$ cat src/rtl/kalman_predict_if.sv
// Handshake and data bundle between the predict stage and whoever feeds it.
// The predict stage takes the slave side; the posterior source and the update stage take the master side.
interface kalman_predict_if;
  logic        predict_start_in;
  logic [31:0] gyro_rate_in, angle_in, bias_in;
  logic [31:0] P_0_0_in, P_0_1_in, P_1_0_in, P_1_1_in;
  logic        busy_out, predict_done_out;
  logic [31:0] angle_t_out, bias_t_out;
  logic [31:0] P_0_0_t_out, P_0_1_t_out, P_1_0_t_out, P_1_1_t_out;

  modport master (
    output predict_start_in, gyro_rate_in, angle_in, bias_in,
           P_0_0_in, P_0_1_in, P_1_0_in, P_1_1_in,
    input  busy_out, predict_done_out, angle_t_out, bias_t_out,
           P_0_0_t_out, P_0_1_t_out, P_1_0_t_out, P_1_1_t_out
  );

  modport slave (
    input  predict_start_in, gyro_rate_in, angle_in, bias_in,
           P_0_0_in, P_0_1_in, P_1_0_in, P_1_1_in,
    output busy_out, predict_done_out, angle_t_out, bias_t_out,
           P_0_0_t_out, P_0_1_t_out, P_1_0_t_out, P_1_1_t_out
  );
endinterface

$ cat src/rtl/kalman_predict.sv
// Kalman time-update stage: one Q16.16 prediction of angle/bias/P per start pulse.
// Runs as a fixed 6-state sequence so a single multiplier width covers all products.
module kalman_predict #(
  parameter logic [31:0] DT      = 32'd655,
  parameter logic [31:0] Q_ANGLE = 32'd66,
  parameter logic [31:0] Q_BIAS  = 32'd197
) (
  input  logic             clk_in,
  input  logic             rst_in,
  kalman_predict_if.slave  kp
);

  typedef enum logic [2:0] {IDLE, MUL_A, SUM_A, MUL_B, SUM_B, DONE} state_t;

  typedef struct packed {
    logic [31:0] angle;
    logic [31:0] bias;
    logic [31:0] p00;
    logic [31:0] p01;
    logic [31:0] p10;
    logic [31:0] p11;
  } post_t;

  // Full 64-bit signed product rescaled to Q16.16 by keeping bits [47:16].
  function automatic logic [31:0] qmul(input logic [31:0] a, input logic [31:0] b);
    logic [63:0] p;
    p = {{32{a[31]}}, a} * {{32{b[31]}}, b};
    return 32'(p >> 16);
  endfunction

  localparam logic [31:0] QBDT = qmul(Q_BIAS, DT);

  state_t      state_q, state_d;
  post_t       work_q, out_q;
  logic [31:0] gyro_q, pa_q, pb_q, pc_q, t_q;

  always_ff @(posedge clk_in) begin
    if (rst_in) state_q <= IDLE;
    else        state_q <= state_d;
  end

  always_comb begin
    state_d = state_q;
    case (state_q)
      IDLE:    if (kp.predict_start_in) state_d = MUL_A;
      MUL_A:   state_d = SUM_A;
      SUM_A:   state_d = MUL_B;
      MUL_B:   state_d = SUM_B;
      SUM_B:   state_d = DONE;
      DONE:    state_d = IDLE;
      default: state_d = IDLE;
    endcase
  end

  // Working registers are updated in place; outputs only move on the SUM_B edge.
  always_ff @(posedge clk_in) begin
    if (rst_in) begin
      work_q <= '0;
      out_q  <= '0;
      gyro_q <= '0;
      pa_q   <= '0;
      pb_q   <= '0;
      pc_q   <= '0;
      t_q    <= '0;
    end else begin
      case (state_q)
        IDLE: if (kp.predict_start_in) begin
          gyro_q       <= kp.gyro_rate_in;
          work_q.angle <= kp.angle_in;
          work_q.bias  <= kp.bias_in;
          work_q.p00   <= kp.P_0_0_in;
          work_q.p01   <= kp.P_0_1_in;
          work_q.p10   <= kp.P_1_0_in;
          work_q.p11   <= kp.P_1_1_in;
        end
        MUL_A: begin
          pa_q <= qmul(DT, gyro_q - work_q.bias);
          pb_q <= qmul(DT, work_q.p11);
        end
        SUM_A: begin
          work_q.angle <= work_q.angle + pa_q;
          work_q.p01   <= work_q.p01 - pb_q;
          work_q.p10   <= work_q.p10 - pb_q;
          work_q.p11   <= work_q.p11 + QBDT;
          t_q          <= pb_q - work_q.p01 - work_q.p10 + Q_ANGLE;
        end
        MUL_B: pc_q <= qmul(DT, t_q);
        SUM_B: begin
          out_q.angle <= work_q.angle;
          out_q.bias  <= work_q.bias;
          out_q.p00   <= work_q.p00 + pc_q;
          out_q.p01   <= work_q.p01;
          out_q.p10   <= work_q.p10;
          out_q.p11   <= work_q.p11;
        end
        default: ;
      endcase
    end
  end

  assign kp.busy_out         = (state_q != IDLE);
  assign kp.predict_done_out = (state_q == DONE);
  assign kp.angle_t_out      = out_q.angle;
  assign kp.bias_t_out       = out_q.bias;
  assign kp.P_0_0_t_out      = out_q.p00;
  assign kp.P_0_1_t_out      = out_q.p01;
  assign kp.P_1_0_t_out      = out_q.p10;
  assign kp.P_1_1_t_out      = out_q.p11;

endmodule

$ cat src/flat_wrapper.sv
// flat-port wrapper written by rule: the top's interface ports become plain ports
module kalman_predict_flat 
#(
  parameter logic [31:0] DT      = 32'd655,
  parameter logic [31:0] Q_ANGLE = 32'd66,
  parameter logic [31:0] Q_BIAS  = 32'd197
)
  (clk_in, rst_in, kp_predict_start_in, kp_gyro_rate_in, kp_angle_in, kp_bias_in, kp_P_0_0_in, kp_P_0_1_in, kp_P_1_0_in, kp_P_1_1_in, kp_busy_out, kp_predict_done_out, kp_angle_t_out, kp_bias_t_out, kp_P_0_0_t_out, kp_P_0_1_t_out, kp_P_1_0_t_out, kp_P_1_1_t_out);
  kalman_predict_if kp_i ();
  input  logic clk_in;
  input  logic rst_in;
  input wire logic [$bits(kp_i.predict_start_in)-1:0] kp_predict_start_in;
  input wire logic [$bits(kp_i.gyro_rate_in)-1:0] kp_gyro_rate_in;
  input wire logic [$bits(kp_i.angle_in)-1:0] kp_angle_in;
  input wire logic [$bits(kp_i.bias_in)-1:0] kp_bias_in;
  input wire logic [$bits(kp_i.P_0_0_in)-1:0] kp_P_0_0_in;
  input wire logic [$bits(kp_i.P_0_1_in)-1:0] kp_P_0_1_in;
  input wire logic [$bits(kp_i.P_1_0_in)-1:0] kp_P_1_0_in;
  input wire logic [$bits(kp_i.P_1_1_in)-1:0] kp_P_1_1_in;
  output wire logic [$bits(kp_i.busy_out)-1:0] kp_busy_out;
  output wire logic [$bits(kp_i.predict_done_out)-1:0] kp_predict_done_out;
  output wire logic [$bits(kp_i.angle_t_out)-1:0] kp_angle_t_out;
  output wire logic [$bits(kp_i.bias_t_out)-1:0] kp_bias_t_out;
  output wire logic [$bits(kp_i.P_0_0_t_out)-1:0] kp_P_0_0_t_out;
  output wire logic [$bits(kp_i.P_0_1_t_out)-1:0] kp_P_0_1_t_out;
  output wire logic [$bits(kp_i.P_1_0_t_out)-1:0] kp_P_1_0_t_out;
  output wire logic [$bits(kp_i.P_1_1_t_out)-1:0] kp_P_1_1_t_out;
  assign kp_i.predict_start_in = kp_predict_start_in;
  assign kp_i.gyro_rate_in = kp_gyro_rate_in;
  assign kp_i.angle_in = kp_angle_in;
  assign kp_i.bias_in = kp_bias_in;
  assign kp_i.P_0_0_in = kp_P_0_0_in;
  assign kp_i.P_0_1_in = kp_P_0_1_in;
  assign kp_i.P_1_0_in = kp_P_1_0_in;
  assign kp_i.P_1_1_in = kp_P_1_1_in;
  assign kp_busy_out = kp_i.busy_out;
  assign kp_predict_done_out = kp_i.predict_done_out;
  assign kp_angle_t_out = kp_i.angle_t_out;
  assign kp_bias_t_out = kp_i.bias_t_out;
  assign kp_P_0_0_t_out = kp_i.P_0_0_t_out;
  assign kp_P_0_1_t_out = kp_i.P_0_1_t_out;
  assign kp_P_1_0_t_out = kp_i.P_1_0_t_out;
  assign kp_P_1_1_t_out = kp_i.P_1_1_t_out;
  kalman_predict #(.DT(DT), .Q_ANGLE(Q_ANGLE), .Q_BIAS(Q_BIAS)) u_core (.clk_in(clk_in), .rst_in(rst_in), .kp(kp_i));
endmodule
$ cat config.mk
export PLATFORM = sky130hd
export DESIGN_NAME = kalman_predict_flat
export DESIGN_NICKNAME = d
export VERILOG_FILES = /design/src/rtl/kalman_predict_if.sv /design/src/rtl/kalman_predict.sv /design/src/flat_wrapper.sv
export SDC_FILE = /design/constraint.sdc
export NUM_CORES = 2
export LEC_CHECK = 0
export BUFFER_PORTS_ARGS = -buffer_cell sky130_fd_sc_hd__buf_4
export CAP_MARGIN = 20
export CORE_MARGIN = 4
export CORE_UTILIZATION = 50
export CTS_CLUSTER_DIAMETER = 40
export DETAILED_ROUTE_END_ITERATION = 6
export PLACE_DENSITY = 0.78
export SYNTH_ARGS = -nofsm -noshare
export SYNTH_HDL_FRONTEND = slang
export SYNTH_SLANG_ARGS = --single-unit
$ cat constraint.sdc
create_clock -name clk_in -period 9.1 [get_ports clk_in]
set_input_delay 2.73 -clock clk_in [delete_from_list [all_inputs] [get_ports clk_in]]
set_output_delay 2.73 -clock clk_in [all_outputs]
set_load 0.01 [all_outputs]
Word-level counts from Yosys, hierarchy flattened
Index checks and enable logic that the tools add are counted.
{"block": "totals", "ff_bits": 547, "wordCells": 46}
{"block": "op_classes", "n_addsub": 9, "n_mul": 3, "n_eq_ne": 6, "muxes": 5, "n_reduce_logical": 5}
{"cell": "two-way mux 192 bit", "count": 1}
{"cell": "one-hot mux 96 bit (2 select lines)", "count": 1}
{"cell": "subtractor 32 bit", "count": 5}
{"cell": "multiplier 11 x 32 -> 43 bit (first input constant)", "count": 3}
{"cell": "adder 32 bit", "count": 2}
{"cell": "one-hot mux 32 bit (2 select lines)", "count": 1}
{"cell": "adder 32 x 1 -> 32 bit (second input constant)", "count": 1}
{"cell": "adder 32 x 7 -> 32 bit (second input constant)", "count": 1}
{"cell": "one-hot mux 3 bit (5 select lines)", "count": 1}
{"cell": "== test 3 x 2 -> 1 bit (second input constant)", "count": 2}
{"cell": "== test 3 bit (second input constant)", "count": 2}
{"cell": "AND reduction 2 bit", "count": 2}
{"cell": "== test 3 x 1 -> 1 bit (second input constant)", "count": 1}
{"cell": "logical NOT 3 bit", "count": 1}
{"cell": "two-way mux 3 bit", "count": 1}
{"cell": "nonzero test 3 bit", "count": 1}
{"cell": "!= test 2 bit (second input constant)", "count": 1}
{"cell": "nonzero test 2 bit", "count": 1}

Longest topological paths before layout
{"block": "logic_depth", "depth_word": 3, "depth_mapped": 36, "mapped_depth_nobuf": 36}

Least setup slack after synthesis
OpenSTA, ideal clock, no wires.
{"block": "synth_path", "path_kind": "register to register", "from": "register u_core.gyro_q[0]", "to": "register u_core.pa_q[30]", "arrival_ns": 7.034, "required_time_ns": 8.967, "setup_slack_ns": 1.933, "path_stages_with_launch": 35, "n_path_buf": 0, "period_less_slack_ns": 7.167, "path_cell_list": "dfxtp_1 inv_1 ha_1 inv_1 fa_1 a211oi_1 o21ai_0 o211ai_1 a21boi_0 o21ai_0 a21boi_0 o21a_1 o21ai_0 nand2b_1 a21o_1 xor2_1 ha_1 ha_1 fa_1 fa_1 inv_1 fa_1 inv_1 ha_1 and4_1 nand3_1 nor3b_1 a31o_2 a221oi_1 nand2_1 o21ai_0 nor3_1 nor3_2 xnor2_1 a21oi_1"}
{"block": "synth_between", "elab_chain_len": 2}
{"element": "start: declaration", "line_no": "kalman_predict.sv:35", "source": "logic [31:0] gyro_q, pa_q, pb_q, pc_q, t_q;"}
{"element": "start signal: assignment", "line_no": "kalman_predict.sv:68", "source": "gyro_q <= kp.gyro_rate_in;"}
{"element": "subtractor 32 bit", "line_no": "kalman_predict.sv:77", "source": "pa_q <= qmul(DT, gyro_q - work_q.bias);"}
{"element": "multiplier 11 x 32 -> 43 bit", "line_no": "kalman_predict.sv:27", "source": "p = {{32{a[31]}}, a} * {{32{b[31]}}, b};"}
{"element": "end signal: assignment", "line_no": "kalman_predict.sv:77"}
{"element": "end: declaration", "line_no": "kalman_predict.sv:35"}
Every way passes these cells.
A chain may end at the register's enable or synchronous reset.

Worst setup path after layout
{"block": "layout_path", "from": "register u_core.work_q[128] in the netlist's numbering", "to": "register u_core.pa_q[30]"}
{"block": "layout_between", "elab_chain_len": 2}
{"element": "start: declaration", "line_no": "kalman_predict.sv:34", "source": "post_t work_q, out_q;"}
{"element": "subtractor 32 bit", "line_no": "kalman_predict.sv:77"}
{"element": "multiplier 11 x 32 -> 43 bit", "line_no": "kalman_predict.sv:27"}
Every way passes these cells.

==> impl_metrics.tcl <==
set metrics [dict create \
    hp-start "u_core.kp.P_0_0_t_out[28]" \
    reg2regPathDepth 34 \
    stdcell_count 7438 \
    insertion_delay_ns 0.68 \
    drt_iter0_markers 2587 \
    yosys.area.top_type "dfxtp_1" \
    io_buffers 420 \
    fin_ws_ns 0.630 \
    drt_first_pass_iters 5 \
    cts_setup_buffers 0 \
    finalMaxSlewViolations 0 \
    cts_resized 0 \
    initial_core_util 0.504 \
    setup_violations 0 \
    worstReg2RegStart "u_core.work_q[128]" \
    final_nets 7357 \
    syn_to_final_growth_pct 15.7 \
    maxCapViolations 0 \
    dp.cells 7256 \
    cts_tree "built" \
    die_w_um 317 \
    fmax_mhz 118 \
    ff2ff_setup_slack_ns 0.63 \
    antenna_left 0 \
    fin_tns_setup_ns 0 \
    antenna_found_initial 8 \
    seq_area_frac_synth 0.223 \
    worst_pin_slew_ns 1.14 \
    dieHeight_um 317 \
    fillCellCount 8328 \
    dpl_worst_slack_ns 0.923 \
    core-area_sq_um 94900 \
    synth.net_count 7019 \
    yosysWarnings 0 \
    synth-main-ff-cell "dfxtp_1" \
    critPathArrivalTime_ns 8.99 \
    ctsHtreeMaxLevel 3 \
    ys_ff_latch 532 \
    cts_buffer_depth 3 \
    synth_area_leaders "dfxtp_1, ha_1, fa_1" \
    crit_top_cell "ha_1" \
    via_count 41639 \
    netlist_instances 5748 \
    overflow 0 \
    grt_use_total 0.279 \
    async_flop_share 0 \
    grt_pass1_vias 41402 \
    multi_input_area_sq_um 33400 \
    cts_buffers 93 \
    synth_most_common_cell "nand2_1" \
    max_stage_delay_ns 0.57 \
    fin_crit_sh 0.931 \
    numClockSinks 532 \
    vias_per_cell 5.60 \
    hold_path_depth 2 \
    rsz0062_at_grt "no" \
    cp-start-kind "flop" \
    holdBufCountCts 0 \
    synth-edff-count 0 \
    cts_root_buffer "clkbuf_16" \
    crit_buf_inv 3 \
    crit_type "reg -> reg" \
    min_path_type "reg -> reg" \
    row_count 113 \
    ioPinCount 421 \
    drive_above_1_share 0.108 \
    place_hpwl_um 112000 \
    cts.clk_slew.worst_paths_ns 0.06 \
    min_to "u_core.kp.P_0_0_t_out[28]" \
    worstPathMaxFanout 6 \
    r2r-end "u_core.pa_q[30]" \
    min_period_ns 8.47 \
    grt_max_degree 100 \
    grt_pass1_wl_um 223000 \
    finalHoldViolCount 0 \
    drc_errors 0 \
    synth_top_area_frac 0.223 \
    cp_slowest_cell "fa_1" \
    cpLargestDelayFamily "compound AO/OA/AOI/OAI gates" \
    cp.required_ns 9.62 \
    wl_per_cell_um 19.1 \
    dieArea_sq_um 101000 \
    seqCellArea_sq_um 10700 \
    gp_congestion 0.970 \
    syn_area_sq_um 47800 \
    outcome "complete, no violations" \
    synth.distinct_cells 90 \
    synth_commonest_cells "nand2_1, inv_1, ha_1" \
    avgSynthCellArea_sq_um 8.31 \
    wl_um 142000 \
    skew_ns 0.0320 \
    cp-end-kind "flop" \
    relSlewSlack 0.243 \
]
==> worst max path at each step <==
stage,from,to,slack [ns],cells past startpoint
final,u_core.work_q[128],u_core.pa_q[30],0.63,34
after CTS,u_core.work_q[128],u_core.pa_q[30],0.76,33
after floorplan,u_core.gyro_q[0],u_core.pa_q[30],1.93,34
after global placement,u_core.gyro_q[0],u_core.pa_q[30],1.19,34
after detailed placement,u_core.work_q[128],u_core.pa_q[30],0.92,33
after global routing,u_core.work_q[128],u_core.pa_q[25],0.13,34
==> per-stage QoR <==
step	utilization	hold slack (ns)	area [sq um]
6_report	0.583	0.451	55300
5_1_grt	0.583	0.467	55300
4_1_cts	0.583	0.453	55300
3_5_place_dp	0.548	0.446	52000
3_3_place_gp	0.548	0.442	52000
2_1_floorplan	-	0.432	47800
==> layer usage <==
metal	wire [um]	share of wire	global-route usage	vias to the layer above
met5	17	0.00012	0	-
met4	6500	0.046	0.120	2
met3	9610	0.068	0.0554	313
met2	68400	0.48	0.476	1209
met1	57600	0.41	0.344	20152
li1	-	-	-	19963
==> worst reg2reg max path, delay by kind of cell, from the launching register on <==
kind / cells / cell delay [ns]
AND/OR/NAND/NOR: 7 / 1.13
flip-flops: 1 / 0.35
XOR/XNOR: 3 / 0.76
buffers and inverters: 3 / 0.15
AO/OA/AOI/OAI: 13 / 3.07
adder cells (fa/ha/maj): 8 / 2.89
==> area by class of cell <==
type | count | share of cell area
Multi-Input combinational cell | 4207 | 0.604
Timing Repair Buffer | 450 | 0.0612
Inverter | 802 | 0.0544
Tap cell | 1265 | 0.0286
Clock inverter | 65 | 0.0140
Clock buffer | 111 | 0.0451
Antenna cell | 6 | 0.000271
Sequential cell | 532 | 0.193
==> registers in the layout (all words and copies together) (netlist names), 27 cells and up <==
signal / flops
u_core.work_q: 192
u_core.kp.P_0_0_t_out: 32
u_core.t_q: 32
u_core.pc_q: 27
u_core.pb_q: 27
u_core.gyro_q: 32
u_core.kp.bias_t_out: 32
u_core.pa_q: 27
u_core.kp.P_0_1_t_out: 32
u_core.kp.P_1_0_t_out: 32
u_core.kp.angle_t_out: 32
u_core.kp.P_1_1_t_out: 32
==> cells in the final DEF, fill, tap and decap left out, drive strengths merged, types with 35 or more instances in the layout <==
master and count:
clkbuf 111, nand2 949, buf 450, fa 390, nand2b 36, nor2 246
xor2 102, dfxtp 532, nand3 76, a211oi 49, a21o 133, a311oi 45
o21ai 155, and3 38, nor3 51, inv 837, o21a 56, o21bai 35
xnor2 143, nor2b 35, ha 654, a21oi 636
==> kinds of logic (layout without fill, tap and decap cells) <==
kind of cell / count (synthesis) / count (layout) / share of synthesized area
AND/OR/NAND/NOR: 1563 / 1563 / 0.140
multiplexers: 8 / 8 / 0.00170
buffers and inverters: 1009 / 1428 / 0.0793
flip-flops: 532 / 532 / 0.223
other: 0 / 6 / 0
adder cells (fa/ha/maj): 1045 / 1045 / 0.335
XOR/XNOR: 246 / 246 / 0.0455
AO/OA/AOI/OAI: 1345 / 1345 / 0.175
Power is not shown: default switching activity piles up to over one toggle a cycle in this logic, so the estimate is an artifact.
